--- src/rtl/base_aelastic.sv ---
// Two-entry elastic buffer with fully registered valid/ready/data paths.
// Optional stall counter enabled by defining BASE_AELASTIC_STATS_EN.
module base_aelastic #(
    parameter int width = 8,
    parameter int cntw  = 16
) (
    input  logic             clk,
    input  logic             reset,
    input  logic             din_v,
    output logic             din_r,
    input  logic [width-1:0] din_d,
    output logic             dout_v,
    input  logic             dout_r,
    output logic [width-1:0] dout_d,
    output logic [cntw-1:0]  stall_cnt
);

    typedef enum logic [1:0] {
        EMPTY = 2'd0,
        ONE   = 2'd1,
        TWO   = 2'd2
    } state_t;

    state_t           state;
    logic [width-1:0] h0;
    logic [width-1:0] h1;
    logic             accept;
    logic             take;

    // Handshake outputs decode the state flops only; no input reaches them.
    assign dout_v = (state != EMPTY);
    assign din_r  = (state != TWO);
    assign dout_d = h0;

    assign accept = din_v & din_r;
    assign take   = dout_v & dout_r;

    always_ff @(posedge clk or posedge reset) begin
        if (reset) begin
            state <= EMPTY;
            h0    <= '0;
            h1    <= '0;
        end else begin
            unique case (state)
                EMPTY: begin
                    if (accept) begin
                        h0    <= din_d;
                        state <= ONE;
                    end
                end
                ONE: begin
                    if (accept && take) begin
                        h0 <= din_d;
                    end else if (accept) begin
                        h1    <= din_d;
                        state <= TWO;
                    end else if (take) begin
                        state <= EMPTY;
                    end
                end
                TWO: begin
                    // The skid entry moves to the head; din_r is low here.
                    if (take) begin
                        h0    <= h1;
                        state <= ONE;
                    end
                end
                default: state <= EMPTY;
            endcase
        end
    end

`ifdef BASE_AELASTIC_STATS_EN
    logic [cntw-1:0] cnt;

    // Saturating count of cycles where a beat is offered but not taken.
    always_ff @(posedge clk or posedge reset) begin
        if (reset) begin
            cnt <= '0;
        end else if (dout_v && !dout_r && (cnt != {cntw{1'b1}})) begin
            cnt <= cnt + cntw'(1);
        end
    end

    assign stall_cnt = cnt;
`else
    assign stall_cnt = '0;
`endif

endmodule

--- config.mk ---
export PLATFORM = sky130hd
export DESIGN_NAME = base_aelastic
export DESIGN_NICKNAME = d
export VERILOG_FILES = /design/src/rtl/base_aelastic.sv
export SDC_FILE = /design/constraint.sdc
export NUM_CORES = 1
export LEC_CHECK = 0
export ABC_CLOCK_PERIOD_IN_PS = 1800
export BUFFER_PORTS_ARGS = -buffer_cell sky130_fd_sc_hd__buf_2
export CELL_PAD_IN_SITES_DETAIL_PLACEMENT = 1
export CELL_PAD_IN_SITES_GLOBAL_PLACEMENT = 1
export CORE_ASPECT_RATIO = 0.6
export CORE_MARGIN = 2
export CORE_UTILIZATION = 36
export DETAILED_ROUTE_END_ITERATION = 10
export HOLD_SLACK_MARGIN = 0.12
export PLACE_DENSITY_LB_ADDON = 0.1
export SETUP_SLACK_MARGIN = 0.5
export SLEW_MARGIN = 20
export SYNTH_ARGS = -nofsm -noshare
export SYNTH_HDL_FRONTEND = slang
export SYNTH_SLANG_ARGS = --single-unit
export TNS_END_PERCENT = 5
--- constraint.sdc ---
create_clock -name clk -period 1.8 [get_ports clk]
set_clock_uncertainty 0.15 [all_clocks]
set_input_delay 0.18 -clock clk [delete_from_list [all_inputs] [get_ports clk]]
set_output_delay 0.18 -clock clk [all_outputs]
set_load 0.05 [all_outputs]
==> results of run 1 <==
==> synthesized netlist by cell type <==
cell	instances	area share, %
a21oi_1	1	0.53
o22ai_1	1	0.66
mux2_2	24	29
o21ai_2	1	0.93
mux2i_1	1	1.1
inv_1	1	0.40
buf_6	1	1.2
conb_1	1	0.40
dfrtp_1	18	48
and4bb_2	1	1.3
buf_4	16	13
nor3b_1	1	0.80
nand2b_1	1	0.66
nand3b_1	1	0.80
buf_2	1	0.53
or2_2	1	0.66
o21bai_1	1	0.80
==> cells by family after synthesis <==
family / share of synthesized area (%)
AND/OR/NAND/NOR: 4.25
buffers and inverters: 14.9
AO/OA/AOI/OAI: 2.92
other: 0.398
multiplexers: 29.7
flip-flops: 47.8
==> worst min path at each step <==
stage / slack (ns) / to / startpoint
floorplan: -0.03 / dout_d[0] / reset
global placement: 0.18 / dout_d[7] / reset
detailed placement: 0.18 / dout_d[7] / reset
CTS: 0.14 / state[0] / din_v
global route: 0.16 / dout_d[1] / din_d[1]
finish: 0.16 / dout_d[3] / din_d[3]
==> worst reg2reg max path, cell delays in order, from the launching register on <==
cell	delay, ns
dfrtp_2	0.48
mux2i_2	0.19
o21ai_2	0.13
buf_6	0.16
mux2_2	0.35
==> sequential cells by signal, indices dropped and copies added (netlist names) <==
register / flops
state: 2
h1: 8
dout_d: 8
==> stage by stage <==
stage / area [um^2] / instances / setup WS (ns) / hold WS, ns
after floorplan: 1040 / 87 / 0.274 / -0.0314
after global routing: 1230 / 138 / 0.190 / 0.159
after CTS: 1220 / 137 / 0.239 / 0.138
after detailed placement: 1050 / 123 / 0.187 / 0.180
final: 1230 / 138 / 0.223 / 0.157
after global placement: 1050 / 123 / 0.245 / 0.184
==> cells in the final DEF, fill, tap and decap left out <==
master	Yosys	layout
a21oi_1	1	1
o21bai_1	1	1
nor3b_1	1	1
mux2i_2	0	1
dlygate4sd3_1	0	10
buf_2	1	20
clkbuf_8	0	3
mux2_2	24	16
nand3b_1	1	1
and4bb_4	0	1
conb_1	1	16
mux2_4	0	8
dfrtp_1	18	16
buf_6	1	1
o22ai_1	1	1
dfrtp_2	0	2
inv_1	1	1
buf_4	16	2
nand2b_4	0	2
or2_2	1	1
o21ai_2	1	1
==> repair_timing <==
| action | 4_1_cts | 5_1_grt |
|---|---|---|
| endpoints found under the setup margin | 19 | 37 |
| gates cloned | 1 | 0 |
| buffers inserted | 0 | 1 |
| hold buffers | 10 | 0 |
| hold endpoints to repair | 27 | 0 |
| gates resized for setup | 5 | 2 |
==> final cells by class <==
| class | instances | area [um^2] |
|---|---|---|
| Clock buffer | 3 | 41.3 |
| Tap cell | 32 | 40.0 |
| Sequential cell | 18 | 453 |
| Inverter | 1 | 3.75 |
| Timing Repair Buffer | 33 | 226 |
| Fill cell | 269 | 1260 |
| Multi-Input combinational cell | 51 | 467 |
==> metal layers <==
layer	routed length, um	share of wire [%]	global-route usage [%]
met5	0	0	0
met4	8	0.41	3.46
met3	117	6.0	5.81
met2	919	47	24.8
met1	903	46	17.0
==> power by group through the flow <==
stage	registers (W)	clock network [W]	logic [W]
2_1_floorplan	0.000813	0	0.000356
3_3_place_gp	0.000616	0	0.000638
3_5_place_dp	0.000624	0	0.000650
4_1_cts	0.000620	0.000284	0.000680
5_1_grt	0.000642	0.000305	0.000716
6_report	0.000621	0.000271	0.000681
==> impl_metrics.py, run 1 <==
metrics = {
    "status": {
        "status": "completed",
    },
    "critical_path": {
        "crit_family": "multiplexers",
        "critical_path_buf_inv_count": 1,
        "worstSetupPathType": "flip-flop to flip-flop",
        "critPathMaxFanout": 8,
        "r2r_start": "state[1]",
        "arrival_ns": 1.56,
        "critPathCaptureType": "flip-flop",
        "r2r_slack_ns": 0.22,
        "cp.depth": 4,
        "cpPeakStageDelay_ns": 0.48,
        "crit_end": "dout_d[6]",
        "cp_cell_sequence": "mux2i_2 > o21ai_2 > buf_6 > mux2_2",
        "ff2ff_path_depth": 4,
        "worstReg2RegEnd": "dout_d[6]",
        "slowest_stage": "dfrtp_2",
        "cp-start-kind": "flip-flop",
        "critical_path_required_ns": 1.78,
        "crit_start": "state[1]",
    },
    "layout": {
        "areaGrowthSynthToFinish_pct": 30.7,
        "antenna_cells": 0,
        "drive_above_1_share_pct": 54.7,
        "post-route-util_pct": 49.5,
        "num-nets-final": 120,
    },
    "grt": {
        "grt_pass1_vias": 645,
        "grt_pass1_wl_um": 3170,
        "grt.total_usage_pct": 14.3,
        "grt_overflow": 0,
        "antenna_found_initial": 0,
        "grt_max_degree": 19,
    },
    "detailed_routing": {
        "drt_pass1_iterations": 4,
        "drc_errors": 0,
        "postRouteAntennaNets": 0,
        "vias": 608,
        "wl_per_cell_um": 14.1,
        "via_per_inst": 4.41,
        "wirelength_um": 1950,
        "first_iter_violations": 26,
    },
    "floorplanning": {
        "initial_core_util_pct": 37.9,
        "die_height_um": 43.6,
        "ios": 38,
        "coreArea_mm2": 0.00249,
        "rows": 14,
        "die_width_um": 70.0,
        "dieArea_mm2": 0.00306,
    },
    "sta": {
        "final.setup.tns_ns": 0,
        "finalHoldViolations": 0,
        "max_slew_margin_pct": 53.0,
        "layout_min_cycle_time_ns": 1.58,
        "fmax_ghz": 0.634,
        "rsz0062_at_grt": "yes",
        "worstMarginPinSlew_ns": 0.705,
        "setup-violations-final": 0,
        "min_period_over_period_pct": 87.6,
        "finalMaxSlewViolations": 0,
    },
    "pwr": {
        "clockPowerShare_pct": 17.2,
        "pwr-share-comb_pct": 43.3,
        "p_int_w": 0.000941,
        "swShare_pct": 40.2,
        "p_total_w": 0.00157,
        "powerDensity_mw_per_mm2": 1280,
        "power.switching_w": 0.000632,
        "p_seq_share_pct": 39.5,
        "power_leakage_nw": 0.598,
        "vdd_drop_max_mv": 0.476,
    },
    "clock_tree": {
        "cts_buffers": 3,
        "clk_pin_slew_ns": 0.06,
        "cts_tree": "done",
        "clk_path_buf_depth": 2,
        "htreeDepth": 1,
        "cts_sinks": 18,
        "insertion_delay_ns": 0.25,
        "cts-root-buf": "clkbuf_8",
    },
    "placed_design": {
        "globalplace.congestion": 0.646,
        "port_buffers": 21,
    },
    "yosys": {
        "syn_area_um2": 942,
        "yosys.cell_types.count": 17,
        "yosysWarnings": 0,
        "postSynthAreaPerCell_um2": 13.1,
        "ys_ff_latch": 18,
        "syn_inst": 72,
        "ys_seq_area_share_pct": 47.8,
    },
    "min_path": {
        "hold_depth": 3,
        "hold_class": "primary input to flip-flop",
    },
    "job": {
        "cap_violations": 0,
    },
}
(Power assumes the default switching activity.)
==> run 2: changes to the inputs <==
ABC_CLOCK_PERIOD_IN_PS = 1260   (was 1800)
CORE_UTILIZATION = 32   (was 36)
SKIP_LAST_GASP = 1   (was not set)
clock period = 1.26 ns   (was 1.8 ns; I/O delays follow)
==> impl_metrics.py, run 2 (same netlist as run 1, synthesis figures left out) <==
metrics = {
    "clock_tree": {
        "clk_path_buf_depth": 2,
        "insertion_delay_ns": 0.25,
        "htreeDepth": 1,
        "cts_sinks": 18,
        "cts_buffers": 3,
        "cts_tree": "done",
        "clk_pin_slew_ns": 0.07,
        "cts-root-buf": "clkbuf_8",
    },
    "floorplanning": {
        "ios": 38,
        "rows": 15,
        "die_width_um": 74.1,
        "coreArea_mm2": 0.00283,
        "initial_core_util_pct": 33.2,
        "dieArea_mm2": 0.00341,
        "die_height_um": 46.0,
    },
    "sta": {
        "rsz0062_at_grt": "yes",
        "min_period_over_period_pct": 125,
        "finalHoldViolations": 26,
        "final.setup.tns_ns": -5.12,
        "fmax_ghz": 0.636,
        "whs_ns": -0.272,
        "setup_slack_ns": -0.313,
        "finalMaxSlewViolations": 0,
        "layout_min_cycle_time_ns": 1.57,
        "setup-violations-final": 19,
    },
    "layout": {
        "num-nets-final": 112,
        "antenna_cells": 0,
        "mostFrequentLayoutCells": "buf_2 (21), dfrtp_1 (17), mux2_2 (16), conb_1 (16), mux2_4 (8)",
        "fillers": 322,
        "mostFrequentLayoutCell": "buf_2",
        "register_area_um2": 452,
        "drive_above_1_share_pct": 59.6,
        "multi_input_comb_area_um2": 463,
        "areaGrowthSynthToFinish_pct": 23.2,
        "layout.cells.non_filler": 141,
    },
    "min_path": {
        "hold_class": "primary input to async pin",
    },
    "detailed_routing": {
        "via_per_inst": 4.14,
        "postRouteAntennaNets": 0,
        "drc_errors": 0,
        "first_iter_violations": 8,
        "wl_per_cell_um": 12.6,
        "drt_pass1_iterations": 2,
        "wirelength_um": 1780,
        "vias": 584,
    },
    "placed_design": {
        "globalplace.congestion": 0.626,
        "port_buffers": 21,
        "place_inst": 136,
        "post-dp-hpwl_um": 1290,
    },
    "critical_path": {
        "critPathMaxFanout": 7,
        "r2r_start": "state[1]",
        "arrival_ns": 1.57,
        "cp-start-kind": "flip-flop",
        "critPathCaptureType": "flip-flop",
        "r2r_slack_ns": -0.31,
        "worstSetupPathType": "flip-flop to flip-flop",
        "ff2ff_path_depth": 4,
        "worstReg2RegEnd": "dout_d[5]",
        "critical_path_required_ns": 1.25,
    },
    "job": {
        "cap_violations": 0,
    },
    "pwr": {
        "vdd_drop_max_mv": 0.913,
        "powerDensity_mw_per_mm2": 1980,
        "power_leakage_nw": 0.570,
    },
    "status": {
        "status": "finished, violations left",
        "failed_checks": "negative hold slack, negative setup slack",
    },
    "grt": {
        "grt.total_usage_pct": 11.4,
        "grt_max_degree": 19,
        "antenna_found_initial": 0,
        "grt_overflow": 0,
        "grt_pass1_vias": 540,
        "grt_pass1_wl_um": 2750,
    },
}
-- run 2: area by class of cell --
cell class	count	share of cell area, %
repair buffers	25	11.6
well taps	42	4.53
clock buffers	4	4.74
flip-flops and latches	18	38.9
multi-input cells	51	39.9
inverters	1	0.323
-- run 2: stage by stage --
stage	total power [W]	area, um^2	utilization (%)	hold WS, ns	setup slack (ns)
global placement	0.00181	1090	38.4	0.00849	-0.308
detailed placement	0.00183	1090	38.4	0.0131	-0.345
CTS	0.00233	1160	41.0	-0.266	-0.328
finish	0.00230	1160	41.0	-0.272	-0.313
global route	0.00242	1160	41.0	-0.256	-0.372
floorplan	0.00167	1040	-	-0.0854	-0.266
-- run 2: per-layer routing --
layer | routed length, um | share of wire [%] | up-vias | global-route usage (%)
li1 | - | - | 276 | -
met1 | 846 | 47 | 283 | 14.8
met2 | 761 | 43 | 23 | 16.8
met3 | 170 | 9.5 | 2 | 6.42
met4 | 4 | 0.22 | 0 | 2.18
met5 | 0 | 0 | - | 0
-- run 2: worst max-delay path: stages, from the launching register on --
cell     delay [ns]
dfrtp_2        0.48
mux2i_1        0.17
o21ai_2        0.16
buf_4          0.17
mux2_2         0.33
-- run 2: worst max-delay path by stage --
stage	start	to	slack, ns	cells after the start
6_report	state[1]	dout_d[5]	-0.31	4
5_1_grt	state[1]	dout_d[5]	-0.37	4
4_1_cts	state[1]	dout_d[5]	-0.33	4
3_5_place_dp	state[1]	h1[3]	-0.34	2
3_3_place_gp	state[1]	h1[3]	-0.31	2
2_1_floorplan	state[0]	dout_d[0]	-0.27	4
-- run 2: what timing repair did --
action | CTS | global route
buffers inserted | 0 | 0
setup endpoints to repair | 28 | 28
pin swaps | 0 | 0
endpoints found under the hold margin | 36 | 35
gates cloned | 1 | 0
gates resized for setup | 3 | 0
-- run 2: power breakdown --
group,internal (W),switching (W)
sequential,0.000772,0.000110
clock,0.000278,0.000200
combinational,0.000337,0.000608
